===== config.mk =====
export PLATFORM = sky130hd
export DESIGN_NAME = display_scan_controller
export DESIGN_NICKNAME = d
export VERILOG_FILES = /design/src/rtl/display_scan_controller.sv
export SDC_FILE = /design/constraint.sdc
export NUM_CORES = 1
export LEC_CHECK = 0
export CAP_MARGIN = 40
export CORE_MARGIN = 2
export CORE_UTILIZATION = 45
export CTS_BUF_LIST = sky130_fd_sc_hd__clkbuf_4 sky130_fd_sc_hd__clkbuf_8
export CTS_CLUSTER_DIAMETER = 200
export DETAILED_ROUTE_END_ITERATION = 8
export SLEW_MARGIN = 30
export SYNTH_ARGS = -nofsm -noshare
export SYNTH_HDL_FRONTEND = slang
export SYNTH_SLANG_ARGS = --single-unit

===== constraint.sdc =====
create_clock -name clk -period 3.2 [get_ports clk]
set_input_delay 0.64 -clock clk [delete_from_list [all_inputs] [get_ports clk]]
set_output_delay 0.64 -clock clk [all_outputs]
set_load 0.05 [all_outputs]

===== src/rtl/display_scan_controller.sv =====
// display_scan_controller
//
// Time-multiplexes one registered hex-to-7-segment converter across
// NUM_DIGITS common-anode digits. A writer updates a shadow bank of digit
// values through a valid/ready port. The whole shadow bank is copied to the
// active bank at each frame boundary. The display always shows the active
// bank, so a frame never mixes old and new values.
//
// Each digit slot has two phases. BLANK holds all anodes off for
// BLANK_CYCLES cycles. SHOW holds the digit's anode on for REFRESH_DIV
// cycles. The nibble for a digit is placed on dado when its BLANK phase
// starts. That gives the converter's one-cycle output register time to
// settle before the anode turns on.
//
// Ports:
//   clk          clock, all logic on posedge
//   rst          synchronous active-high reset
//   wr_valid     writer presents a digit update
//   wr_ready     update accepted this cycle (low only in the commit cycle)
//   wr_digit     target digit index, 0 = rightmost
//   wr_value     hex nibble for that digit
//   wr_blank     1 = digit stays dark regardless of value
//   dado         nibble driven to the converter input (registered)
//   an           anode enables, active low (registered)
//   frame_start  one-cycle pulse in the first cycle of each committed frame

module display_scan_controller #(
  parameter int NUM_DIGITS   = 4,
  parameter int REFRESH_DIV  = 50000,
  parameter int BLANK_CYCLES = 2,
  localparam int IDXW = (NUM_DIGITS > 1) ? $clog2(NUM_DIGITS) : 1
) (
  input  logic                  clk,
  input  logic                  rst,
  input  logic                  wr_valid,
  output logic                  wr_ready,
  input  logic [IDXW-1:0]       wr_digit,
  input  logic [3:0]            wr_value,
  input  logic                  wr_blank,
  output logic [3:0]            dado,
  output logic [NUM_DIGITS-1:0] an,
  output logic                  frame_start
);

  localparam int CMAX = (REFRESH_DIV > BLANK_CYCLES) ? REFRESH_DIV : BLANK_CYCLES;
  localparam int CW   = (CMAX > 1) ? $clog2(CMAX) : 1;

  localparam logic [IDXW-1:0] LAST_IDX   = IDXW'(NUM_DIGITS - 1);
  localparam logic [CW-1:0]   BLANK_LAST = CW'(BLANK_CYCLES - 1);
  localparam logic [CW-1:0]   SHOW_LAST  = CW'(REFRESH_DIV - 1);

  typedef enum logic {BLANK, SHOW} state_t;

  state_t                state, state_n;
  logic [CW-1:0]         cnt, cnt_n;
  logic [IDXW-1:0]       idx, idx_n, idx_wrap;
  logic [NUM_DIGITS-1:0] an_n, show_mask;
  logic                  enter_blank;
  logic                  commit;

  logic [3:0]            sh_val  [NUM_DIGITS];
  logic [NUM_DIGITS-1:0] sh_blank;
  logic [3:0]            act_val [NUM_DIGITS];
  logic [NUM_DIGITS-1:0] act_blank;

  assign idx_wrap = (idx == LAST_IDX) ? '0 : idx + 1'b1;

  // A blanked digit keeps every anode off for its whole SHOW phase.
  always_comb begin
    show_mask = '1;
    if (!act_blank[idx]) show_mask[idx] = 1'b0;
  end

  always_comb begin
    state_n     = state;
    cnt_n       = cnt + 1'b1;
    idx_n       = idx;
    an_n        = an;
    enter_blank = 1'b0;
    case (state)
      BLANK: begin
        if (cnt == BLANK_LAST) begin
          state_n = SHOW;
          cnt_n   = '0;
          an_n    = show_mask;
        end
      end
      SHOW: begin
        if (cnt == SHOW_LAST) begin
          state_n     = BLANK;
          cnt_n       = '0;
          idx_n       = idx_wrap;
          an_n        = '1;
          enter_blank = 1'b1;
        end
      end
    endcase
  end

  // Leaving the last digit's SHOW phase ends the frame. The shadow bank is
  // copied in that cycle, so writes are refused for that one cycle.
  assign commit   = enter_blank && (idx == LAST_IDX);
  assign wr_ready = ~commit;

  always_ff @(posedge clk) begin
    if (rst) begin
      state       <= BLANK;
      cnt         <= '0;
      idx         <= '0;
      an          <= '1;
      dado        <= '0;
      frame_start <= 1'b0;
      sh_blank    <= '1;
      act_blank   <= '1;
      for (int i = 0; i < NUM_DIGITS; i++) begin
        sh_val[i]  <= '0;
        act_val[i] <= '0;
      end
    end else begin
      state       <= state_n;
      cnt         <= cnt_n;
      idx         <= idx_n;
      an          <= an_n;
      frame_start <= commit;

      // On commit the active bank is still stale. Digit 0's nibble is
      // therefore taken straight from the shadow bank.
      if (commit) begin
        for (int i = 0; i < NUM_DIGITS; i++) act_val[i] <= sh_val[i];
        act_blank <= sh_blank;
        dado      <= sh_val[0];
      end else if (enter_blank) begin
        dado <= act_val[idx_wrap];
      end

      // An out-of-range index matches no digit, so that update is dropped.
      if (wr_valid && wr_ready) begin
        for (int i = 0; i < NUM_DIGITS; i++) begin
          if (wr_digit == i[IDXW-1:0]) begin
            sh_val[i]   <= wr_value;
            sh_blank[i] <= wr_blank;
          end
        end
      end
    end
  end

endmodule

Yosys cells after proc, flatten, opt, wreduce, memory -nomap -nowiden
Memory sizes are Yosys's and may differ from the RTL's. A register that Yosys moved wholly into a read port is not among the register bits.
Index checks and enable logic that the tools add are counted.

word-level totals
  bits in registers = 32
  bits in writable memories = 32
  input port bits = 10
  output and inout bits = 10
  word-level logic and storage cells = 92
  memories kept = 2

operators by class
  $add $sub $neg = 2
  $lt $le $gt $ge = 2
  equal/unequal tests = 8
  mux-type cells = 46
  bitwise logic cells = 11
  reduce and logical (&&, ||, !) cells = 11

memories
  memory   words  width  rd ports  clocked after memory_dff  write ports  RTL line  RTL
  act_val  4      4      1         1                         4            63        logic [3:0] act_val [NUM_DIGITS];
  sh_val   4      4      4         0                         4            61        logic [3:0] sh_val [NUM_DIGITS];

operator list
  kind                                                                count
  2-to-1 mux 4 bit                                                    11
  2-to-1 mux 16 bit                                                   2
  one-hot mux 16 bit (2 select lines)                                 1
  2-to-1 mux 1 bit                                                    27
  adder 16 x 1 -> 16 bit (second input constant)                      1
  == test 16 x 1 -> 1 bit (second input constant)                     1
  == test 16 bit (second input constant)                              1
  AND reduction 2 bit                                                 6
  bitwise OR 1 bit                                                    8
  one-hot mux 4 bit (2 select lines)                                  1
  == test 2 bit (second input constant)                               3
  NOT 4 bit                                                           1
  logical AND 1 bit                                                   3
  < comparator 2 x 3 -> 1 bit (second input constant)                 1
  adder 2 x 1 -> 2 bit (second input constant)                        1
  binary-select mux 1 bit (select 2 bit)                              1
  demux 1 bit (select 2 bit)                                          1
  == test 2 x 1 -> 1 bit (second input constant)                      1
  greater-or-equal comparator 2 x 1 -> 1 bit (second input constant)  1
  zero test 2 bit                                                     1
  2-to-1 mux 2 bit                                                    1
  inequality test 2 x 1 -> 1 bit (second input constant)              1
  inequality test 2 bit (second input constant)                       1
  NOT 1 bit                                                           2
  other kinds (2)                                                     2

Logic depth before layout (Yosys ltp)
Gate-level depths: netlist of run 1.

  depth in word-level cells = 10
  mapped depth = 9
  depth with buffers taken out = 7

Worst setup path before layout of run 1
Ideal clock, no wire load.

  path type = register to register
  start point = register cnt[0]
  end point = memory act_val[0][0] (enable)
  setup time = 0.375 ns
  arrival time = 2.257 ns
  data required time = 2.825 ns
  slack = 0.568 ns
  stages on the path, launching flop included = 9
  buffers on the path = 2
  period minus slack after synthesis = 2.632 ns
  cells stage by stage = dfxtp_1 > ha_1 > nand3_1 > nor3_1 > and3_1 > buf_6 > inv_2 > buf_2 > nand2b_1

RTL lines
  item                    RTL line  RTL
  start, declared         55        logic [CW-1:0] cnt, cnt_n;
  start signal, assigned  121       cnt <= cnt_n;
  end, declared           63

Final worst setup path of run 1
  start point = register cnt[5]
  end point = output wr_ready

between the ends
  word-level cells in the longest chain between the ends = 5

ends and longest elaborated chain
  item               RTL line  RTL
  == test 16 bit     89        if (cnt == SHOW_LAST) begin
  2-to-1 mux 1 bit   89
  2-to-1 mux 1 bit   80        case (state)
  logical AND 1 bit  102       assign commit = enter_blank && (idx == LAST_IDX);
  NOT 1 bit          103       assign wr_ready = ~commit;
  end, declared      36        output logic wr_ready,

Every way passes these cells.

==> impl_results.md, run 1 <==
- Setup TNS: 0 ns
- Total GRT Usage: 0.181
- Worst Max-Slew Pin Slew: 0.683 ns
- Vias in the first global route: 2,063
- Pre-CTS WS: 0.541 ns
- Max Cap Viol: 0
- Most frequent cells in the layout: dfxtp_1 (36), and2_1 (34), nor2_1 (32), edfxtp_1 (32), clkdlybuf4s50_1 (18)
- GPL Wtd Cong: 0.811
- Core region area: 0.00679 sq mm
- Post-DP HPWL: 4.49 mm
- CTS sink cnt: 68
- Hold WS: 0.474 ns
- Worst r2r src: cnt[5]
- CP endpoint kind: output port
- Num ports: 20
- Pwr Total: 1.89 mW
- Setup Fix Bufs, Post-CTS: 0
- Number of gates resized after cts: 0
- Chip Width: 87.8 um
- Port-buffer cells: 19
- Pwr dens: 516 mW/mm^2
- Largest net degree at the start of global routing: 21
- Cell accounting for the most synthesized area: edfxtp_1
- Hold WC Path Type: register to register
- Die area: 0.00771 sq mm
- Post-synthesis net count: 310
- Crit path required time: 2.56 ns
- Top Layer Used: met4
- Worst relative slew slack: 0.545
- Syn Inst Count: 293
- Cts bufs inserted: 9
- Fmax: 340 MHz
- Fillers: 619
- Initial antenna violation count: 0
- RSZ-0062 raised after global routing: no
- Clock skew: 0.00865 ns
- Die Y-Extent: 87.8 um
- Critical path class: register to output port
- Worst path slowest cell: or4_4
- Initial core utilization: 0.465
- VDD IR max: 0.217 mV
- Min Clock Period, post-route: 2.94 ns
- Max incr delay on CP: 0.56 ns
- Status: finished clean
- Core Util, Final: 0.540
- Initial DRC Count: 120
- Final hold violations: 0
- Netlist area before placement: 0.00316 sq mm
- DRT antenna net count: 0
- H-tree levels: 3
- Area occupied by multi-input gates: 0.00138 sq mm
- Tcrit/Tclk final: 0.918
- Hold Path Origin: an[1]
- CTS Hold Bufs: 0
- Count of cell types in the netlist: 39
- Max Slew Vio Count: 0
- Setup-failing EPs final: 0
- DR vias: 2,128
- Leak: 1.36 nW
- Crit path launch type: register
- Share of layout cells above drive strength 1: 0.0878
- FF/Latch Area: 0.00168 sq mm
- WP data arrival: 2.30 ns
- Final WL: 6.15 mm
- Per-cell routed wire length: 14.8 um
- Crit Path Max Fanout: 11
- Antenna Cells: 0
- First-pass GRT wire length: 10.4 mm
- Fin nets: 331
- Met3 routed wirelength: 246 um
- Total iterations of the first detailed-routing run: 4
- M1 WL: 2.88 mm
- DR vias/cell: 5.13
- CTS Buffer Depth: 2
- Mapped Avg Cell Area: 10.8 sq um
- Layout area overhead: 16.0%
- Most common cell after layout, fill and taps aside: dfxtp_1
- Root buf cell: clkbuf_8
- Count of state elements after synthesis: 68
- Worst-Skew Late Latency: 0.34 ns
- Top cells by area, synth: edfxtp_1 (30%), dfxtp_1 (23%), and2_1 (6.7%)
- DRC viols: 0
- Grt ovf: 0
- Site Rows: 30
- Met2 WL: 2.95 mm
- Beginning of the critical path: cnt[5]
- Sequential fraction of the synthesis area: 0.532
- Setup ws final: 0.261 ns
- CTS tree: yes
- Area share of the largest cell type after synthesis: 0.304
- Worst path cell trace: or4_4, nor4b_4, and3_2, inv_2, buf_4
- CTS clk-pin slew, worst paths: 0.07 ns
- Synth warn: 0
-- synthesized netlist by cell type, drive strengths merged --
cell type,instances
nor2,32
inv,11
or3,1
or4,2
nor4b,1
xnor2,4
o32a,2
nand2,16
buf,7
mux4,5
and2,34
and4,2
nand4,9
o21a,5
a211oi,4
o21ai,8
o22a,1
ha,7
edfxtp,32
a22o,4
nand3b,4
dfxtp,36
mux2i,2
xor2,10
and3,3
clkbuf,5
nand3,11
nor3b,2
a221o,8
nand2b,10
nor2b,5
a21oi,5
nor3,3
nor4,2
-- worst max-delay path, delay by kind of cell (launching register included) --
kind | cells | cell delay, ns
simple gates | 3 | 1.27
flops | 1 | 0.34
buf+inv | 2 | 0.34
-- flip-flops by register name (all words and copies together), names as in the netlist, 2 cells and up --
register and count:
cnt 16, sh_val 16, idx 2, an 4
act_blank 4, sh_blank 4, dado 4, act_val 16
-- per-stage QoR --
step	instances	area (sq um)
floorplan	293	3160
global placement	399	3430
detailed placement	399	3430
CTS	415	3670
global route	415	3670
finish	415	3670
-- power by group --
| part | leakage, nW | total, mW | internal [mW] | switching, mW |
|---|---|---|---|---|
| registers | 0.631 | 0.957 | 0.937 | 0.0208 |
| clock network | 0.119 | 0.832 | 0.520 | 0.312 |
| logic | 0.607 | 0.102 | 0.0430 | 0.0591 |
| total | 1.36 | 1.89 | 1.50 | 0.392 |
-- area by class of cell --
class | count | share of cell area
Sequential cell | 68 | 0.458
Timing Repair Buffer | 22 | 0.0573
Clock buffer | 10 | 0.0358
Multi-Input combinational cell | 202 | 0.377
Tap cell | 96 | 0.0327
Inverter | 11 | 0.0113
Clock inverter | 6 | 0.0280
-- worst paths after layout --
| check | end | slack [ns] | cells past startpoint |
|---|---|---|---|
| worst min-delay path | an[1] | 0.47 | 1 |
| worst max-delay path | wr_ready | 0.26 | 5 |
| worst min register to register | an[1] | 0.47 | 1 |
| worst max register to register | an[2] | 0.57 | 5 |
-- metal layers --
layer / vias to the layer above / global-route usage
met1: 994 / 0.240
met2: 46 / 0.284
met4: 0 / 0.0699
li1: 1082 / -
met3: 6 / 0.0518
met5: - / 0
-- logic make-up (layout without fill, tap and decap cells) --
kind of cell	after synthesis	in the layout	share of synthesized area
and+or+nand+nor	137	137	0.241
muxes	7	7	0.0419
adders and majority gates	7	7	0.0277
DFF	68	68	0.532
AOI/OAI and AO/OA	37	37	0.0875
buffers and inverters	23	49	0.0317
xor gates and xnor gates	14	14	0.0388
Note: power is estimated with default switching activity, not from simulation.
==> inputs of run 2 (changes only) <==
==> constraint.sdc (replaced) <==
create_clock -name clk -period 3.1 [get_ports clk]
set_input_delay 0.62 -clock clk [delete_from_list [all_inputs] [get_ports clk]]
set_output_delay 0.62 -clock clk [all_outputs]
set_load 0.05 [all_outputs]
==> run 2 against run 1 <==
Compared with the run above: core utilization shrank 0.18 points; non-clock buffer count grew 1; clock power shrank 5.8%.
==> impl_results.md, run 2 (synthesis results as in run 1) <==
- Status: finished clean
- Critical path class: register to output port
- RSZ-0062 raised after global routing: no
- CP endpoint kind: output port
- CTS sink cnt: 68
- H-tree levels: 3
- Site Rows: 30
- Total GRT Usage: 0.177
- Initial DRC Count: 105
- CTS Hold Bufs: 0
- Fin nets: 332
- Layout area overhead: 15.6%
- Max Cap Viol: 0
- Final WL: 6.11 mm
- Crit Path Max Fanout: 11
- Total iterations of the first detailed-routing run: 6
- DR vias/cell: 5.08
- DRC viols: 0
- Vias in the first global route: 2,046
- GPL Wtd Cong: 0.803
- Pre-CTS WS: 0.431 ns
- Num ports: 20
- Min Clock Period, post-route: 2.91 ns
- Fmax: 343 MHz
- Final hold violations: 0
- CTS tree: yes
- Largest net degree at the start of global routing: 21
- Most common cell after layout, fill and taps aside: dfxtp_1
- Setup Fix Bufs, Post-CTS: 0
- Worst path cell trace: or4_4, nor4b_4, and3_2, inv_2, buf_4
- Cts bufs inserted: 9
- Pwr dens: 514 mW/mm^2
- Worst-Skew Late Latency: 0.34 ns
- Grt ovf: 0
- Setup ws final: 0.188 ns
- Max Slew Vio Count: 0
- Post-DP HPWL: 4.55 mm
- Share of layout cells above drive strength 1: 0.0938
- Fillers: 648
- Most frequent cells in the layout: dfxtp_1 (36), and2_1 (34), nor2_1 (32), edfxtp_1 (32), clkdlybuf4s50_1 (18)
- Worst relative slew slack: 0.562
- Biggest regs: act_val x16, cnt x16, sh_val x16
- Core region area: 0.00679 sq mm
- Leak: 1.35 nW
- Die area: 0.00771 sq mm
- Root buf cell: clkbuf_8
- First-pass GRT wire length: 10.0 mm
- DRT antenna net count: 0
- Initial antenna violation count: 0
- DR vias: 2,112
- Crit path required time: 2.48 ns
- Worst Max-Slew Pin Slew: 0.656 ns
- Antenna Cells: 0
- CTS clk-pin slew, worst paths: 0.07 ns
- Chip Width: 87.8 um
- Crit path launch type: register
- Hold WC Path Type: register to register
- Worst path slowest cell: or4_4
- Port-buffer cells: 19
- Initial core utilization: 0.465
- Hold WS: 0.469 ns
- WP data arrival: 2.29 ns
- Per-cell routed wire length: 14.7 um
- VDD IR max: 0.481 mV
- Setup TNS: 0 ns
- Tcrit/Tclk final: 0.940
- Setup-failing EPs final: 0
- Clock skew: 0.00449 ns
- CTS Buffer Depth: 2
- Die Y-Extent: 87.8 um
- Max incr delay on CP: 0.56 ns
## run 2: changes by cell type in the layout (fill, tap and decap cells not counted)
cell,delta
clkinv_1,-1
bufinv_16,-1
clkinv_2,+1
buf_4,+1
clkbuf_4,-1
clkinvlp_4,+1
inv_6,+1
## run 2: layout make-up
cell class                      instances  area (sq um)  share of cell area
Clock buffer                            9           124              0.0339
Clock inverter                          7          90.1              0.0246
Inverter                               11          41.3              0.0113
Multi-Input combinational cell        202          1380               0.378
Sequential cell                        68          1680               0.460
Tap cell                               96           120              0.0329
Timing Repair Buffer                   23           218              0.0595
## run 2: what timing repair did
| action | in CTS | in global routing |
|---|---|---|
| hold endpoints to repair | 0 | 0 |
| gates resized for setup | 0 | 1 |
| endpoints found under the setup margin | 0 | 1 |
## run 2: critical path: cells and delay by family (launching register included)
family | cells | cell delay [ns]
flops | 1 | 0.33
buf+inv | 2 | 0.35
simple gates | 3 | 1.26
## run 2: final timing paths
path                startpoint  cells after the start  slack, ns            to
hold reg to reg   act_blank[1]                      2       0.47  act_blank[1]
setup reg to reg        cnt[5]                      5       0.58         an[0]
setup / recovery        cnt[5]                      5       0.19      wr_ready
hold / removal    act_blank[1]                      2       0.47  act_blank[1]
## run 2: layer usage
layer / track usage / routed length [um]
met1: 0.220 / 2850
met2: 0.290 / 2950
met3: 0.0603 / 214
met4: 0.0587 / 94
met5: 0 / 0
## run 2: metrics by stage
step / power, mW / instance area (sq um) / utilization / cells
final: 1.88 / 3660 / 0.538 / 416
after global routing: 1.95 / 3660 / 0.538 / 416
after CTS: 1.90 / 3650 / 0.538 / 416
after detailed placement: 1.12 / 3440 / 0.506 / 400
after global placement: 1.11 / 3440 / 0.506 / 400
after floorplan: 1.07 / 3160 / - / 293
## run 2: power breakdown
part           internal, mW  switching [mW]
logic                0.0450          0.0608
registers             0.967          0.0217
clock network         0.450           0.334
